`src/rtl/lifo_stack_pkg.sv`:
```
// Shared types for the LIFO stack: operation decode from the push/pop pair.
package lifo_stack_pkg;

  typedef enum logic [1:0] {
    OP_NONE = 2'b00,
    OP_POP  = 2'b01,
    OP_PUSH = 2'b10,
    OP_REPL = 2'b11
  } op_e;

  function automatic op_e op_decode(input logic push, input logic pop);
    return op_e'({push, pop});
  endfunction

endpackage

```
`src/rtl/lifo_stack_if.sv`:
```
// Stack command/status bundle. master drives commands, slave is the stack.
interface lifo_stack_if #(
  parameter int WIDTH      = 18,
  parameter int DEPTH_LOG2 = 4
);
  logic                  i_flush;
  logic                  i_push;
  logic                  i_pop;
  logic [WIDTH-1:0]      i_data;
  logic [WIDTH-1:0]      o_data;
  logic [DEPTH_LOG2:0]   o_count;
  logic                  o_empty;
  logic                  o_full;
  logic                  o_overflow;
  logic                  o_underflow;

  modport master (
    output i_flush, i_push, i_pop, i_data,
    input  o_data, o_count, o_empty, o_full, o_overflow, o_underflow
  );

  modport slave (
    input  i_flush, i_push, i_pop, i_data,
    output o_data, o_count, o_empty, o_full, o_overflow, o_underflow
  );
endinterface

```
`src/rtl/lifo_stack_mem.sv`:
```
// Stack storage: one synchronous write port, two asynchronous read ports
// (current top and the entry beneath it) so a pop can load the new top
// into the output register in the same cycle.
module stack_mem #(
  parameter int WIDTH      = 18,
  parameter int DEPTH_LOG2 = 4
) (
  input  logic                  i_clk,
  input  logic                  we,
  input  logic [DEPTH_LOG2-1:0] waddr,
  input  logic [WIDTH-1:0]      wdata,
  input  logic [DEPTH_LOG2-1:0] raddr_top,
  input  logic [DEPTH_LOG2-1:0] raddr_next,
  output logic [WIDTH-1:0]      rdata_top,
  output logic [WIDTH-1:0]      rdata_next
);
  logic [WIDTH-1:0] mem [0:(1<<DEPTH_LOG2)-1];

  // Write port; contents are intentionally never cleared.
  always_ff @(posedge i_clk) begin
    if (we) mem[waddr] <= wdata;
  end

  assign rdata_top  = mem[raddr_top];
  assign rdata_next = mem[raddr_next];
endmodule

```
`src/rtl/lifo_stack.sv`:
```
// Parametrised LIFO stack with registered top-of-stack, replace, flush and
// a compile-time bounded/circular full policy.
module lifo_stack
  import lifo_stack_pkg::*;
#(
  parameter int WIDTH      = 18,
  parameter int DEPTH_LOG2 = 4,
  parameter bit CIRCULAR   = 1'b0
) (
  input  logic       i_clk,
  input  logic       i_rst,
  lifo_stack_if.slave bus
);
  localparam int CW = DEPTH_LOG2 + 1;
  localparam logic [CW-1:0] FULL_CNT = CW'(1 << DEPTH_LOG2);

  logic [DEPTH_LOG2-1:0] wp, wp_n, waddr, ra_top, ra_next;
  logic [CW-1:0]         cnt, cnt_n;
  logic [WIDTH-1:0]      top, top_n, rd_top, rd_next;
  logic                  ovf, ovf_n, unf, unf_n, empty, full, we;
  op_e                   op;

  assign op      = op_decode(bus.i_push, bus.i_pop);
  assign ra_top  = wp - DEPTH_LOG2'(1);
  assign ra_next = wp - DEPTH_LOG2'(2);

  stack_mem #(.WIDTH(WIDTH), .DEPTH_LOG2(DEPTH_LOG2)) u_mem (
    .i_clk      (i_clk),
    .we         (we),
    .waddr      (waddr),
    .wdata      (bus.i_data),
    .raddr_top  (ra_top),
    .raddr_next (ra_next),
    .rdata_top  (rd_top),
    .rdata_next (rd_next)
  );

  // Next-state decode: reset > flush > push/pop operation.
  always_comb begin
    wp_n  = wp;
    cnt_n = cnt;
    top_n = top;
    ovf_n = 1'b0;
    unf_n = 1'b0;
    we    = 1'b0;
    waddr = wp;
    if (i_rst || bus.i_flush) begin
      wp_n  = '0;
      cnt_n = '0;
      top_n = '0;
    end else begin
      unique case (op)
        OP_PUSH: begin
          if (full) ovf_n = 1'b1;
          if (!full || CIRCULAR) begin
            // In circular mode wp already points at the oldest entry when full.
            we    = 1'b1;
            wp_n  = wp + DEPTH_LOG2'(1);
            cnt_n = full ? cnt : cnt + CW'(1);
            top_n = bus.i_data;
          end
        end
        OP_POP: begin
          if (empty) begin
            unf_n = 1'b1;
          end else begin
            wp_n  = ra_top;
            cnt_n = cnt - CW'(1);
            top_n = (cnt == CW'(1)) ? '0 : rd_next;
          end
        end
        OP_REPL: begin
          we    = 1'b1;
          top_n = bus.i_data;
          if (empty) begin
            // Nothing to replace: behaves as a push, flagged as underflow.
            unf_n = 1'b1;
            wp_n  = wp + DEPTH_LOG2'(1);
            cnt_n = CW'(1);
          end else begin
            waddr = ra_top;
          end
        end
        default: ;
      endcase
    end
  end

  // State registers; status flags are registered from the next count.
  always_ff @(posedge i_clk) begin
    if (i_rst) begin
      wp    <= '0;
      cnt   <= '0;
      top   <= '0;
      ovf   <= 1'b0;
      unf   <= 1'b0;
      empty <= 1'b1;
      full  <= 1'b0;
    end else begin
      wp    <= wp_n;
      cnt   <= cnt_n;
      top   <= top_n;
      ovf   <= ovf_n;
      unf   <= unf_n;
      empty <= (cnt_n == '0);
      full  <= (cnt_n == FULL_CNT);
    end
  end

  // rd_top is unused on purpose: the registered copy serves the output.
  logic unused_rd_top;
  assign unused_rd_top = ^rd_top;

  assign bus.o_data      = top;
  assign bus.o_count     = cnt;
  assign bus.o_empty     = empty;
  assign bus.o_full      = full;
  assign bus.o_overflow  = ovf;
  assign bus.o_underflow = unf;
endmodule

```
`src/flat_wrapper.sv`:
```
// flat-port wrapper written by rule: the top's interface ports become plain ports
module lifo_stack_flat import lifo_stack_pkg::*;
#(
  parameter int WIDTH      = 18,
  parameter int DEPTH_LOG2 = 4,
  parameter bit CIRCULAR   = 1'b0
)
  (i_clk, i_rst, bus_i_flush, bus_i_push, bus_i_pop, bus_i_data, bus_o_data, bus_o_count, bus_o_empty, bus_o_full, bus_o_overflow, bus_o_underflow);
  lifo_stack_if #(.WIDTH(WIDTH), .DEPTH_LOG2(DEPTH_LOG2)) bus_i ();
  input  logic i_clk;
  input  logic i_rst;
  input wire logic [$bits(bus_i.i_flush)-1:0] bus_i_flush;
  input wire logic [$bits(bus_i.i_push)-1:0] bus_i_push;
  input wire logic [$bits(bus_i.i_pop)-1:0] bus_i_pop;
  input wire logic [$bits(bus_i.i_data)-1:0] bus_i_data;
  output wire logic [$bits(bus_i.o_data)-1:0] bus_o_data;
  output wire logic [$bits(bus_i.o_count)-1:0] bus_o_count;
  output wire logic [$bits(bus_i.o_empty)-1:0] bus_o_empty;
  output wire logic [$bits(bus_i.o_full)-1:0] bus_o_full;
  output wire logic [$bits(bus_i.o_overflow)-1:0] bus_o_overflow;
  output wire logic [$bits(bus_i.o_underflow)-1:0] bus_o_underflow;
  assign bus_i.i_flush = bus_i_flush;
  assign bus_i.i_push = bus_i_push;
  assign bus_i.i_pop = bus_i_pop;
  assign bus_i.i_data = bus_i_data;
  assign bus_o_data = bus_i.o_data;
  assign bus_o_count = bus_i.o_count;
  assign bus_o_empty = bus_i.o_empty;
  assign bus_o_full = bus_i.o_full;
  assign bus_o_overflow = bus_i.o_overflow;
  assign bus_o_underflow = bus_i.o_underflow;
  lifo_stack #(.WIDTH(WIDTH), .DEPTH_LOG2(DEPTH_LOG2), .CIRCULAR(CIRCULAR)) u_core (.i_clk(i_clk), .i_rst(i_rst), .bus(bus_i));
endmodule
```
`config.mk`:
```
export PLATFORM = sky130hd
export DESIGN_NAME = lifo_stack_flat
export DESIGN_NICKNAME = d
export VERILOG_FILES = /design/src/rtl/lifo_stack_pkg.sv /design/src/rtl/lifo_stack_if.sv /design/src/rtl/lifo_stack_mem.sv /design/src/rtl/lifo_stack.sv /design/src/flat_wrapper.sv
export SDC_FILE = /design/constraint.sdc
export NUM_CORES = 1
export LEC_CHECK = 0
export ABC_AREA = 1
export CORE_UTILIZATION = 45
export DETAILED_ROUTE_END_ITERATION = 16
export PLACE_DENSITY_LB_ADDON = 0.12
export SLEW_MARGIN = 20
export SYNTH_ARGS = -nofsm -noshare
export SYNTH_HDL_FRONTEND = slang
export SYNTH_SLANG_ARGS = --single-unit
export TNS_END_PERCENT = 1
```
`constraint.sdc`:
```
create_clock -name i_clk -period 4.25 [get_ports i_clk]
set_input_delay 0.85 -clock i_clk [delete_from_list [all_inputs] [get_ports i_clk]]
set_output_delay 0.85 -clock i_clk [all_outputs]
set_load 0.01 [all_outputs]
```
==> impl_metrics.csv <==
group,metric,value,unit
pwr,leakagePower,6.087,nW
sta,worst_clock_skew,0.02507,ns
clock_tree,clock-sinks,319,
synth,post-synth-top-count-cell,"sky130_fd_sc_hd__nand2_1",
sta,fin_crit_sh,0.7422,
route,avgRoutedWirePerCell,19.28,um
final_layout,number_of_nets_in_the_finished_design,1394,
floorplan,die_area,31060,um^2
clock_tree,cts_tree,"done",
synth,synth_commonest_cells,"438 x sky130_fd_sc_hd__nand2_1, 288 x sky130_fd_sc_hd__edfxtp_1, 230 x sky130_fd_sc_hd__nand3_1",
floorplan,die_outline_width,176.2,um
synth,synthArstFlopShare,0,
clock_tree,numCtsBuffers,35,
synth,synth_flop_cell,"sky130_fd_sc_hd__edfxtp_1",
min_path,min_path_type,"register to register",
final_layout,drive_above_1_share,0.07720,
route,vias,9171,
clock_tree,cts-root-to-sink-buffers,3,
synth,syn_nets,1348,
flow_run,timing.max_cap.violations,0,
route,wl,34240,um
sta,maxSlewViolCount,0,
synth,netlist.top_cell.by_area,"sky130_fd_sc_hd__edfxtp_1",
worst_setup_path,setup.worst_path.class,"register to register",
clock_tree,cts_resized,0,
sta,setup_tns,0,ns
synth,post_synth_instance_area,13660,um^2
floorplan,rows,63,
placement,numPlacedInstances,1715,
sta,final_hold_viol_count,0,
worst_setup_path,end_kind,"register",
global_route,grt_pass1_vias,8863,
status,status,"finished, final reports clean",
route,via_per_inst,5.164,
clock_tree,worst_path_clk_slew,0.06,ns
sta,finalSetupViolCount,0,
floorplan,initial_utilization,0.4597,
clock_tree,htree_num_levels,2,
floorplan,coreArea,29720,um^2
synth,synth.ff_latch_count,319,
global_route,gr-usage-all-layers,0.2272,
placement,half_perimeter_wire_length_after_placement,20660,um
global_route,number_of_antenna_violations_at_the_first_check_in_global_routing,0,
final_layout,final_core_occ,0.5284,
worst_setup_path,crit_arrival,3.54,ns
clock_tree,clkLatencyLatePin,0.53,ns
floorplan,design.portCount,50,
synth,yosysTopAreaCellShare,0.6331,
route,postRouteAntennaNets,0,
route,initialDrtViolationCount,747,
global_route,grt_max_degree,96,
floorplan,die_h,176.2,um
sta,grt_setup_unrepaired,"false",
clock_tree,cts_post_setup_buffers_inserted,0,
worst_setup_path,start_kind,"register",
final_layout,area_growth_syn_to_layout,14.95,%
synth,synth_cells,1316,
clock_tree,clk_root_buffer_cell,"sky130_fd_sc_hd__clkbuf_16",
worst_setup_path,worstPathMaxFanout,27,
global_route,gr-total-overflow,0,
synth,post_synth.cell_area_avg,10.38,um^2
synth,yosysSeqAreaShare,0.6785,
final_layout,non_filler_cells_final,1776,
sta,timing_worst_slew_pin_value,1.042,ns
synth,synth.area.top_cells,"sky130_fd_sc_hd__edfxtp_1 63%, sky130_fd_sc_hd__nand2_1 12%, sky130_fd_sc_hd__nand3_1 8.4%, sky130_fd_sc_hd__dfxtp_1 4.5%, sky130_fd_sc_hd__inv_1 3.3%",
final_layout,n_antenna_cell,0,
synth,yosysWarningCount,0,
route,dr.pass1.iters,5,
pwr,fin_total_pwr,6.969,mW
pwr,powerDensity,443.8,nW/um^2
route,drt_drc_violations_left,0,
pwr,max-vdd-ir-drop,0.2725,mV
placement,gpl.final_weighted_congestion,0.8409,
sta,period_minus_slack,3.154,ns
placement,buffer_ports.inserted,49,
worst_setup_path,cp_data_required_time,4.64,ns
synth,synth_cell_type_count,31,
synth,synth-edff-count,288,
global_route,grt_pass1_wl,52360,um
clock_tree,postCtsHoldBufs,0,
sta,max-slew-margin-rel,0.3051,
sta,clock.fmax,0.3170,GHz
## placed cells by master (no fill, tap or decap), types with 2 or more instances in the layout
cell | netlist | layout
sky130_fd_sc_hd__clkbuf_8 | 0 | 2
sky130_fd_sc_hd__a21oi_1 | 44 | 44
sky130_fd_sc_hd__bufinv_16 | 0 | 2
sky130_fd_sc_hd__clkinv_1 | 2 | 15
sky130_fd_sc_hd__buf_12 | 0 | 3
sky130_fd_sc_hd__ha_1 | 9 | 9
sky130_fd_sc_hd__dfxtp_1 | 31 | 29
sky130_fd_sc_hd__buf_4 | 4 | 23
sky130_fd_sc_hd__clkdlybuf4s50_1 | 0 | 49
sky130_fd_sc_hd__nand3_1 | 230 | 230
sky130_fd_sc_hd__clkbuf_1 | 25 | 2
sky130_fd_sc_hd__clkinv_2 | 0 | 4
sky130_fd_sc_hd__inv_4 | 1 | 2
sky130_fd_sc_hd__o21ai_0 | 32 | 32
sky130_fd_sc_hd__nor2_1 | 30 | 14
sky130_fd_sc_hd__nand2_1 | 438 | 438
sky130_fd_sc_hd__inv_1 | 119 | 117
sky130_fd_sc_hd__edfxtp_1 | 288 | 288
sky130_fd_sc_hd__clkbuf_16 | 0 | 36
sky130_fd_sc_hd__nor2_2 | 1 | 17
sky130_fd_sc_hd__nand2_2 | 4 | 4
sky130_fd_sc_hd__nor3_1 | 3 | 3
sky130_fd_sc_hd__xor2_1 | 5 | 5
sky130_fd_sc_hd__inv_2 | 4 | 5
## critical path, cell delays in order, from the launching register on
cell	delay, ns
sky130_fd_sc_hd__dfxtp_2	0.71
sky130_fd_sc_hd__inv_2	0.15
sky130_fd_sc_hd__ha_1	0.31
sky130_fd_sc_hd__xnor2_4	0.53
sky130_fd_sc_hd__clkinv_1	0.70
sky130_fd_sc_hd__nand3_1	0.38
sky130_fd_sc_hd__nand2_1	0.08
sky130_fd_sc_hd__nand2_1	0.08
sky130_fd_sc_hd__a21oi_1	0.08
## power by group
| group | switching, mW | internal, mW | total [mW] |
|---|---|---|---|
| sequential | 0.0230 | 3.45 | 3.47 |
| combinational | 0.438 | 0.177 | 0.615 |
| clock | 1.19 | 1.69 | 2.88 |
## cell families after synthesis
kind of cell / share of synthesized area
and+or+nand+nor: 0.2199
DFF: 0.6785
buffers and inverters: 0.05724
AOI/OAI and AO/OA: 0.03087
adders and majority gates: 0.008243
xor gates and xnor gates: 0.005221
## layer usage
layer | track usage | share of wire | vias to the layer above
li1 | - | - | 4515
met1 | 0.3196 | 0.45 | 4359
met2 | 0.3638 | 0.47 | 236
met3 | 0.03079 | 0.050 | 61
met4 | 0.07500 | 0.028 | 0
met5 | 0.003205 | 0 | -
## layout make-up
cell class	count	area [um^2]
clock buffer	40	935.9
clock inverter	21	153.9
fill	2602	14010
inverter	126	478.0
multi-input combinational	805	3650
sequential	319	9274
tap	390	488.0
timing repair buffer	75	723.2
## stage by stage
| step | area, um^2 | hold slack (ns) | setup WS (ns) |
|---|---|---|---|
| floorplan | 13660 | 0.4843 | 1.275 |
| global placement | 14610 | 0.5018 | 0.6993 |
| detailed placement | 14610 | 0.5084 | 0.6770 |
| CTS | 15700 | 0.5162 | 1.140 |
| global route | 15700 | 0.5545 | 0.8908 |
| finish | 15700 | 0.5213 | 1.096 |
## path summary, 6_finish.rpt
path / from / to / slack, ns / cells after the start
worst max-delay path: u_core.wp[1]$_SDFFE_PP0P_ / u_core.bus.o_data[12]$_SDFFE_PP0P_ / 1.10 / 8
worst min-delay path: u_core.wp[2]$_SDFFE_PP0P_ / u_core.wp[2]$_SDFFE_PP0P_ / 0.52 / 2
worst max register to register: u_core.wp[1]$_SDFFE_PP0P_ / u_core.bus.o_data[12]$_SDFFE_PP0P_ / 1.10 / 8
worst min register to register: u_core.wp[2]$_SDFFE_PP0P_ / u_core.wp[2]$_SDFFE_PP0P_ / 0.52 / 2
## flip-flops by register name, summed over array words and instances (netlist names)
register,cells
u_core.bus.o_empty,1
u_core.wp,4
u_core.bus.o_count,5
u_core.bus.o_full,1
u_core.bus.o_data,18
u_core.u_mem.mem,288
u_core.bus.o_overflow,1
u_core.bus.o_underflow,1
No activity file was read; power rests on OpenSTA's default activity.
